`src/rtl/bram_tree_arbiter.sv`:
```
// Round-robin arbiter/sequencer sharing one bram_tree priority queue between NUM_REQ requesters.
// Optional statistics counters are enabled by defining BRAM_TREE_ARB_STATS_EN.
module bram_tree_arbiter #(
  parameter int unsigned NUM_REQ       = 4,
  parameter int unsigned DATA_WIDTH    = 16,
  parameter int unsigned SETTLE_CYCLES = 24,
  parameter int unsigned CNT_WIDTH     = 16
) (
  input  logic                            CLK,
  input  logic                            RSTn,
  input  logic [NUM_REQ-1:0]              i_req_valid,
  input  logic [2*NUM_REQ-1:0]            i_req_op,
  input  logic [NUM_REQ*DATA_WIDTH-1:0]   i_req_data,
  output logic [NUM_REQ-1:0]              o_req_ready,
  output logic [NUM_REQ-1:0]              o_rsp_valid,
  output logic [DATA_WIDTH-1:0]           o_rsp_data,
  output logic                            o_rsp_err,
  output logic                            o_busy,
  output logic                            o_q_wrt,
  output logic                            o_q_read,
  output logic [DATA_WIDTH-1:0]           o_q_data,
`ifdef BRAM_TREE_ARB_STATS_EN
  output logic [CNT_WIDTH-1:0]            o_op_cnt,
  output logic [CNT_WIDTH-1:0]            o_rej_cnt,
`endif
  input  logic                            i_q_full,
  input  logic                            i_q_empty,
  input  logic [DATA_WIDTH-1:0]           i_q_data
);

  localparam int unsigned IdxW = (NUM_REQ > 1) ? $clog2(NUM_REQ) : 1;
  localparam int unsigned SetW = $clog2(SETTLE_CYCLES + 1);

  localparam logic [1:0] StIdle   = 2'd0;
  localparam logic [1:0] StIssue  = 2'd1;
  localparam logic [1:0] StSettle = 2'd2;

  logic [1:0]            state_q, state_d;
  logic [IdxW-1:0]       last_q, last_d;
  logic [SetW-1:0]       cnt_q, cnt_d;
  logic                  legal_q, legal_d;
  logic                  wrt_q, wrt_d;
  logic                  read_q, read_d;
  logic [DATA_WIDTH-1:0] qdata_q, qdata_d;
  logic [NUM_REQ-1:0]    rsp_valid_q, rsp_valid_d;
  logic [DATA_WIDTH-1:0] rsp_data_q, rsp_data_d;
  logic                  rsp_err_q, rsp_err_d;
  logic                  busy_q, busy_d;

  logic                  win_found;
  logic [IdxW-1:0]       win_idx;
  logic [IdxW-1:0]       cand;
  logic [1:0]            win_op;
  logic [DATA_WIDTH-1:0] win_data;
  logic                  win_legal;
  logic [NUM_REQ-1:0]    grant_oh;
  logic                  grant;

  // Search starts one past the last winner so every requester is served in turn.
  always_comb begin
    win_found = 1'b0;
    win_idx   = '0;
    cand      = '0;
    for (int unsigned i = 1; i <= NUM_REQ; i++) begin
      cand = IdxW'((32'(last_q) + i) % NUM_REQ);
      if (!win_found && i_req_valid[cand]) begin
        win_found = 1'b1;
        win_idx   = cand;
      end
    end
  end

  always_comb begin
    win_op   = i_req_op[32'(win_idx)*2 +: 2];
    win_data = i_req_data[32'(win_idx)*DATA_WIDTH +: DATA_WIDTH];
    grant_oh = '0;
    grant_oh[win_idx] = 1'b1;
  end

  // Legality uses the queue flags seen in the grant cycle.
  always_comb begin
    case (win_op)
      2'b01:        win_legal = !i_q_full;
      2'b10, 2'b11: win_legal = !i_q_empty;
      default:      win_legal = 1'b0;
    endcase
  end

  assign grant       = (state_q == StIdle) && win_found;
  assign o_req_ready = grant ? grant_oh : '0;

  always_comb begin
    state_d     = state_q;
    last_d      = last_q;
    cnt_d       = cnt_q;
    legal_d     = legal_q;
    busy_d      = busy_q;
    wrt_d       = 1'b0;
    read_d      = 1'b0;
    qdata_d     = '0;
    rsp_valid_d = '0;
    rsp_data_d  = '0;
    rsp_err_d   = 1'b0;
    case (state_q)
      StIdle: begin
        if (win_found) begin
          state_d     = StIssue;
          last_d      = win_idx;
          legal_d     = win_legal;
          busy_d      = 1'b1;
          rsp_valid_d = grant_oh;
          rsp_err_d   = !win_legal;
          if (win_legal) begin
            wrt_d   = win_op[0];
            read_d  = win_op[1];
            qdata_d = win_data;
            if (win_op[1]) begin
              rsp_data_d = i_q_data;
            end
          end
        end
      end
      StIssue: begin
        if (legal_q) begin
          state_d = StSettle;
          cnt_d   = SetW'(SETTLE_CYCLES);
        end else begin
          state_d = StIdle;
          busy_d  = 1'b0;
        end
      end
      StSettle: begin
        if (cnt_q <= SetW'(1)) begin
          state_d = StIdle;
          busy_d  = 1'b0;
        end else begin
          cnt_d = cnt_q - SetW'(1);
        end
      end
      default: begin
        state_d = StIdle;
        busy_d  = 1'b0;
      end
    endcase
  end

  always_ff @(posedge CLK or negedge RSTn) begin
    if (!RSTn) begin
      state_q     <= StIdle;
      last_q      <= IdxW'(NUM_REQ - 1);
      cnt_q       <= '0;
      legal_q     <= 1'b0;
      busy_q      <= 1'b0;
      wrt_q       <= 1'b0;
      read_q      <= 1'b0;
      qdata_q     <= '0;
      rsp_valid_q <= '0;
      rsp_data_q  <= '0;
      rsp_err_q   <= 1'b0;
    end else begin
      state_q     <= state_d;
      last_q      <= last_d;
      cnt_q       <= cnt_d;
      legal_q     <= legal_d;
      busy_q      <= busy_d;
      wrt_q       <= wrt_d;
      read_q      <= read_d;
      qdata_q     <= qdata_d;
      rsp_valid_q <= rsp_valid_d;
      rsp_data_q  <= rsp_data_d;
      rsp_err_q   <= rsp_err_d;
    end
  end

  assign o_busy      = busy_q;
  assign o_q_wrt     = wrt_q;
  assign o_q_read    = read_q;
  assign o_q_data    = qdata_q;
  assign o_rsp_valid = rsp_valid_q;
  assign o_rsp_data  = rsp_data_q;
  assign o_rsp_err   = rsp_err_q;

`ifdef BRAM_TREE_ARB_STATS_EN
  logic [CNT_WIDTH-1:0] op_cnt_q, rej_cnt_q;

  // Both counters saturate at all-ones.
  always_ff @(posedge CLK or negedge RSTn) begin
    if (!RSTn) begin
      op_cnt_q  <= '0;
      rej_cnt_q <= '0;
    end else if (grant) begin
      if (win_legal && (op_cnt_q != '1)) begin
        op_cnt_q <= op_cnt_q + CNT_WIDTH'(1);
      end
      if (!win_legal && (rej_cnt_q != '1)) begin
        rej_cnt_q <= rej_cnt_q + CNT_WIDTH'(1);
      end
    end
  end

  assign o_op_cnt  = op_cnt_q;
  assign o_rej_cnt = rej_cnt_q;
`endif

endmodule
```
`config.mk`:
```
export PLATFORM = sky130hd
export DESIGN_NAME = bram_tree_arbiter
export DESIGN_NICKNAME = d
export VERILOG_FILES = /design/src/rtl/bram_tree_arbiter.sv
export SDC_FILE = /design/constraint.sdc
export NUM_CORES = 1
export LEC_CHECK = 0
export CAP_MARGIN = 20
export CORE_MARGIN = 1
export CORE_UTILIZATION = 37
export CTS_BUF_LIST = sky130_fd_sc_hd__clkbuf_8
export CTS_CLUSTER_DIAMETER = 50
export DETAILED_ROUTE_END_ITERATION = 8
export PLACE_DENSITY = 0.79
export REMOVE_ABC_BUFFERS = 1
export SETUP_SLACK_MARGIN = 0.05
export SLEW_MARGIN = 20
export SYNTH_ARGS = -nofsm -noshare
export SYNTH_HDL_FRONTEND = slang
export SYNTH_SLANG_ARGS = --single-unit
```
`constraint.sdc`:
```
create_clock -name CLK -period 2.5 [get_ports CLK]
set_input_delay 0.625 -clock CLK [delete_from_list [all_inputs] [get_ports CLK]]
set_output_delay 0.625 -clock CLK [all_outputs]
set_load 0.05 [all_outputs]
```
==> Word level (Yosys, flattened, before mapping) <==
Index checks and enable logic that the tools add are counted.
{ "op_classes": {"n_shift": 2, "n_lt_le_gt_ge": 7, "add_sub_neg": 5, "muxes": 48, "n_eq_ne": 10, "n_reduce_logical": 18} }
{ "op_table": {"columns": ["operator", "count"], "rows": [
  ["16-bit two-way mux", 7],
  ["64-bit by 7-bit indexed part select with 16-bit output", 1],
  ["1-bit two-way mux", 20],
  ["2-bit by 3-bit < comparator with 1-bit output, second input constant", 5],
  ["2-bit two-way mux", 7],
  ["4-bit two-way mux", 3],
  ["5-bit two-way mux", 2],
  ["2-bit != test, second input constant", 5],
  ["5-bit one-hot mux with 2 select lines", 1],
  ["1-bit binary-select mux with 2-bit select", 4],
  ["8-bit by 4-bit indexed part select with 2-bit output", 1],
  ["2-bit == test, second input constant", 3],
  ["1-bit zero test", 6],
  ["2-bit one-hot mux with 3 select lines", 1],
  ["3-bit AND reduction", 2],
  ["5-bit by 1-bit less-or-equal comparator with 1-bit output, second input constant", 1],
  ["1-bit logical AND", 5],
  ["5-bit by 1-bit subtractor with 5-bit output, second input constant", 1],
  ["2-bit by 1-bit adder with 2-bit output, second input constant", 2],
  ["2-bit adder, second input constant", 2],
  ["2-bit by 1-bit == test with 1-bit output, second input constant", 2],
  ["2-bit AND reduction", 2],
  ["1-bit one-hot mux with 3 select lines", 1],
  ["1-bit demux with 2-bit select", 1],
  ["5 further kinds", 5]
]} }
{ "totals": {"ff_bits": 50, "inputBits": 96, "wordCells": 101} }

==> Logic depth before layout (Yosys ltp) <==
{ "depth": {"ltp_word": 20, "depth_mapped": 8, "ltp_nobuf": 8} }

==> Least setup slack after synthesis <==
Ideal clock, no wire load.
{ "synth_path": {"kind": "input-to-output", "from": "input port i_req_valid[3]", "to": "output port o_req_ready[1]", "slack_ns": -0.694, "required_time_ns": 1.875, "arrival_time_ns": 2.569, "n_path_buf": 1, "stages": 6, "path_cell_list": "nor2b_1 a21oi_1 o221ai_2 inv_2 clkbuf_1 nor3_1"} }
{ "synth_between": {"elab_chain_len": 17} }
{ "synth_rtl": {"columns": ["element", "line", "rtl"], "rows": [
  ["start, declared", "11", "input logic [NUM_REQ-1:0] i_req_valid,"],
  ["1-bit binary-select mux with 2-bit select", "66", "if (!win_found && i_req_valid[cand]) begin"],
  ["1-bit two-way mux (implied by the code)", "66", null],
  ["1-bit two-way mux", "66", null],
  ["1-bit zero test", "66", null],
  ["1-bit logical AND", "66", null],
  ["1-bit two-way mux", "66", null],
  ["1-bit zero test", "66", null],
  ["1-bit logical AND", "66", null],
  ["1-bit two-way mux", "66", null],
  ["1-bit zero test", "66", null],
  ["1-bit logical AND", "66", null],
  ["2-bit two-way mux", "66", null],
  ["2-bit by 3-bit < comparator with 1-bit output (implied by the code) or 2-bit by 1-bit >= comparator with 1-bit output (tied branches)", "77", "grant_oh[win_idx] = 1'b1;"],
  ["1-bit logical AND (implied by the code)", "77", null],
  ["1-bit two-way mux (implied by the code)", "77", null],
  ["1-bit demux with 2-bit select", "77", null],
  ["4-bit two-way mux *", "90", "assign o_req_ready = grant ? grant_oh : '0;"],
  ["end, declared", "14", "output logic [NUM_REQ-1:0] o_req_ready,"]
]} }
Mark *: on every way between the ends. The rest lies on a longest branch, timed or not. The select of a mux whose other input is x is not followed.

==> Final worst setup path <==
{ "layout_path": {"from": "input port i_req_valid[2]", "to": "output port o_req_ready[1]"} }
The elaborated chain is that of the path after synthesis.

==> results.json <==
{
  "drv_cap": 0,
  "criticalPathCategory": "in2out",
  "start_util": 0.384,
  "via_per_inst": 4.77,
  "rows": 30,
  "overflow": 0,
  "grt.total_usage": 0.196,
  "synthTopCellsByArea": "dfrtp_1, a2111oi_4, mux2i_1",
  "gp_congestion": 0.730,
  "synth_xor_area_frac": 0.0100,
  "cts.sinks": 50,
  "clk_pin_slew_ns": 0.10,
  "cpMostUsedCell": "buf_4",
  "crit_chain": "buf_4 -> nor4_1 -> buf_4 -> or3_4 -> buf_6 -> nor3_2 -> buf_4 -> buf_12",
  "worst_slack_ns": 0.0367,
  "synth-seq-cells": 50,
  "post-route-util": 0.670,
  "synth_area_leader_cell": "dfrtp_1",
  "fmaxAchievable_mhz": 406,
  "grt_start_max_net_pins": 28,
  "grt_pass1_vias": 2363,
  "antenna_found_initial": 0,
  "crit_fanout": 4,
  "hold_class": "in2async",
  "dieArea_um2": 7440,
  "worstPathRequired_ns": 1.88,
  "worst_slew_pin_slew_ns": 0.564,
  "cts_made_buffers": 5,
  "drc": 0,
  "cts_tree": "yes",
  "vias": 2287,
  "syn_inst": 218,
  "syn_area_um2": 2630,
  "io_pins": 140,
  "grt_setup_unrepaired": "yes",
  "synth_fa_ha_area_frac": 0.00953,
  "synthToLayoutAreaGrowth_pct": 74.2,
  "firstDrtPassIters": 4,
  "dp_hpwl_mm": 5.30,
  "p_leak_nw": 1.89,
  "synthMuxAreaShare": 0.0900,
  "ys_seq_area_frac": 0.477,
  "core_um2": 6830,
  "finalMaxSlewViolations": 0,
  "wl_mm": 6.98,
  "ir_worst_vdd_mv": 0.678,
  "yosys_warnings": 0,
  "hold_viol": 0,
  "status": "finished clean",
  "ant_nets": 0,
  "htreeDepth": 2,
  "setup_viol": 0,
  "drive_above_1_share": 0.217,
  "ff_latch_area_um2": 1250,
  "syn_area_per_cell_um2": 12.0,
  "fin_cells": 479,
  "place_ws_ns": -0.545,
  "finalPower_mw": 4.81,
  "cts-root-buf": "clkbuf_8",
  "fill_cells": 530,
  "maxSlewHeadroom": 0.624,
  "synth_top_family_by_area": "compound AO/OA/AOI/OAI gates",
  "drt_iter0_drc": 50,
  "multi_input_area_um2": 1360,
  "grt_pass1_wl_mm": 11.4,
  "critPathCaptureType": "primary output",
  "reg2reg_slack_ns": 0.15,
  "die_h_um": 86.3,
  "critPathArrivalTime_ns": 1.84,
  "power_per_cell_area_nw_per_um2": 1050,
  "dp_cells": 467,
  "crit_path_max_incr_delay_ns": 0.37,
  "ctsHoldBuffers": 0,
  "finalCritPeriodShare": 0.985,
  "final_nets": 480,
  "synth-compound-area-share": 0.223,
  "finClkSkew_ns": 0.00559,
  "period_needed_ns": 2.46,
  "clockBufferDepth": 2,
  "critical_path.slowest_cell": "or3_4",
  "synth_cell_type_count": 39,
  "wire_per_inst_um": 14.6,
  "io_buffers": 139,
  "start_kind": "input pin",
  "clock_latency_ns": 0.30,
  "synth_simple_gate_area_frac": 0.150,
  "synth_top_area_frac": 0.457,
  "die_w_um": 86.3,
  "antenna-diode-count": 0
}
==> through the flow <==
step                area, um^2  hold slack, ns  setup TNS [ns]
detailed placement        4380           0.505          -14.31
CTS                       4540           0.310               0
global route              4570           0.316         -0.0889
global placement          4380           0.499          -11.49
finish                    4570           0.300               0
floorplan                 2550           0.329          -30.26
==> worst max-delay path: cells and delay by family <==
family                 cells  cell delay [ns]
buffers and inverters      5             0.65
and+or+nand+nor            3             0.56
==> cells by family (layout without fill, tap and decap cells) <==
family,count (synthesis),after routing
DFF,50,50
AOI/OAI and AO/OA,50,50
adders and majority gates,2,2
xor gates and xnor gates,3,3
muxes,23,23
and+or+nand+nor,69,69
buffers and inverters,21,186
==> per-layer routing <==
| layer | global-route usage | up-vias | share of wire | wire length, um |
|---|---|---|---|---|
| li1 | - | 1120 | - | - |
| met1 | 0.234 | 1086 | 0.40 | 2790 |
| met2 | 0.354 | 75 | 0.53 | 3690 |
| met3 | 0.0543 | 6 | 0.063 | 437 |
| met4 | 0.0394 | 0 | 0.0086 | 60 |
| met5 | 0 | - | 0 | 0 |
==> flip-flops by register name (all words and copies together), names as in the netlist <==
name         cells
state_q          2
o_q_data        16
cnt_q            5
o_q_wrt          1
legal_q          1
o_rsp_data      16
o_rsp_valid      4
last_q           2
o_q_read         1
o_rsp_err        1
o_busy           1
==> path summary, 6_finish.rpt <==
check                      cells past startpoint      startpoint        endpoint
setup / recovery                               8  i_req_valid[2]  o_req_ready[1]
hold / removal                                 1            RSTn  o_rsp_data[11]
setup reg to reg                               7       last_q[1]     o_q_data[6]
hold reg to reg                                2        cnt_q[4]        cnt_q[4]
max in group asynchronous                      2            RSTn       last_q[0]
min in group CLK                               2        cnt_q[4]        cnt_q[4]
==> layout make-up <==
| class | instances | area share |
|---|---|---|
| clock inverters | 3 | 0.00520 |
| repair buffers | 171 | 0.377 |
| clock buffers | 5 | 0.0150 |
| flip-flops and latches | 50 | 0.274 |
| well taps | 96 | 0.0263 |
| inverters | 7 | 0.00574 |
| multi-input cells | 147 | 0.296 |
==> what timing repair did <==
| action | 4_1_cts | 5_1_grt |
|---|---|---|
| gates resized for setup | 32 | 6 |
| pin swaps | 5 | 0 |
| setup buffers | 4 | 0 |
| endpoints found under the setup margin | 38 | 9 |
==> cells in the mapped netlist, drive strengths merged <==
cell type  count
dfrtp         48
and2          32
mux2i         21
a211oi        17
a2111oi       16
nand2         10
buf            8
inv            7
nor3           7
clkbuf         6
nor2           6
o21ai          5
a21oi          4
nand2b         3
nand3          3
nand3b         3
dfstp          2
ha             2
mux2           2
nor4           2
or3            2
xnor2          2
a21o           1
a31oi          1
nor2b          1
o21a           1
o21bai         1
o221ai         1
o311a          1
o311ai         1
o31ai          1
xor2           1
==> cells in the final DEF, fill, tap and decap left out, types with 2 or more instances in the layout <==
| master | count |
|---|---|
| nand3b_1 | 3 |
| buf_12 | 9 |
| inv_1 | 6 |
| nand3_1 | 3 |
| nor3_1 | 4 |
| a2111oi_1 | 2 |
| clkbuf_8 | 5 |
| clkinvlp_4 | 2 |
| ha_1 | 2 |
| buf_6 | 3 |
| a21oi_1 | 3 |
| xnor2_1 | 2 |
| o21ai_0 | 4 |
| nor2_2 | 2 |
| a2111oi_4 | 8 |
| dfstp_2 | 2 |
| nand2b_1 | 2 |
| a2111oi_2 | 6 |
| a211oi_1 | 17 |
| clkdlybuf4s50_1 | 130 |
| nor2_1 | 4 |
| nor4_1 | 2 |
| mux2i_1 | 20 |
| nor3_4 | 2 |
| nand2_1 | 9 |
| buf_4 | 26 |
| dfrtp_1 | 48 |
| and2_1 | 32 |
| buf_2 | 3 |
==> power by group <==
part | leakage, nW | internal [mW] | switching (mW) | total, mW
Clock | 0.0408 | 0.201 | 0.280 | 0.480
Sequential | 0.658 | 1.06 | 0.140 | 1.20
Combinational | 1.19 | 1.34 | 1.79 | 3.13
(Power assumes the default switching activity.)
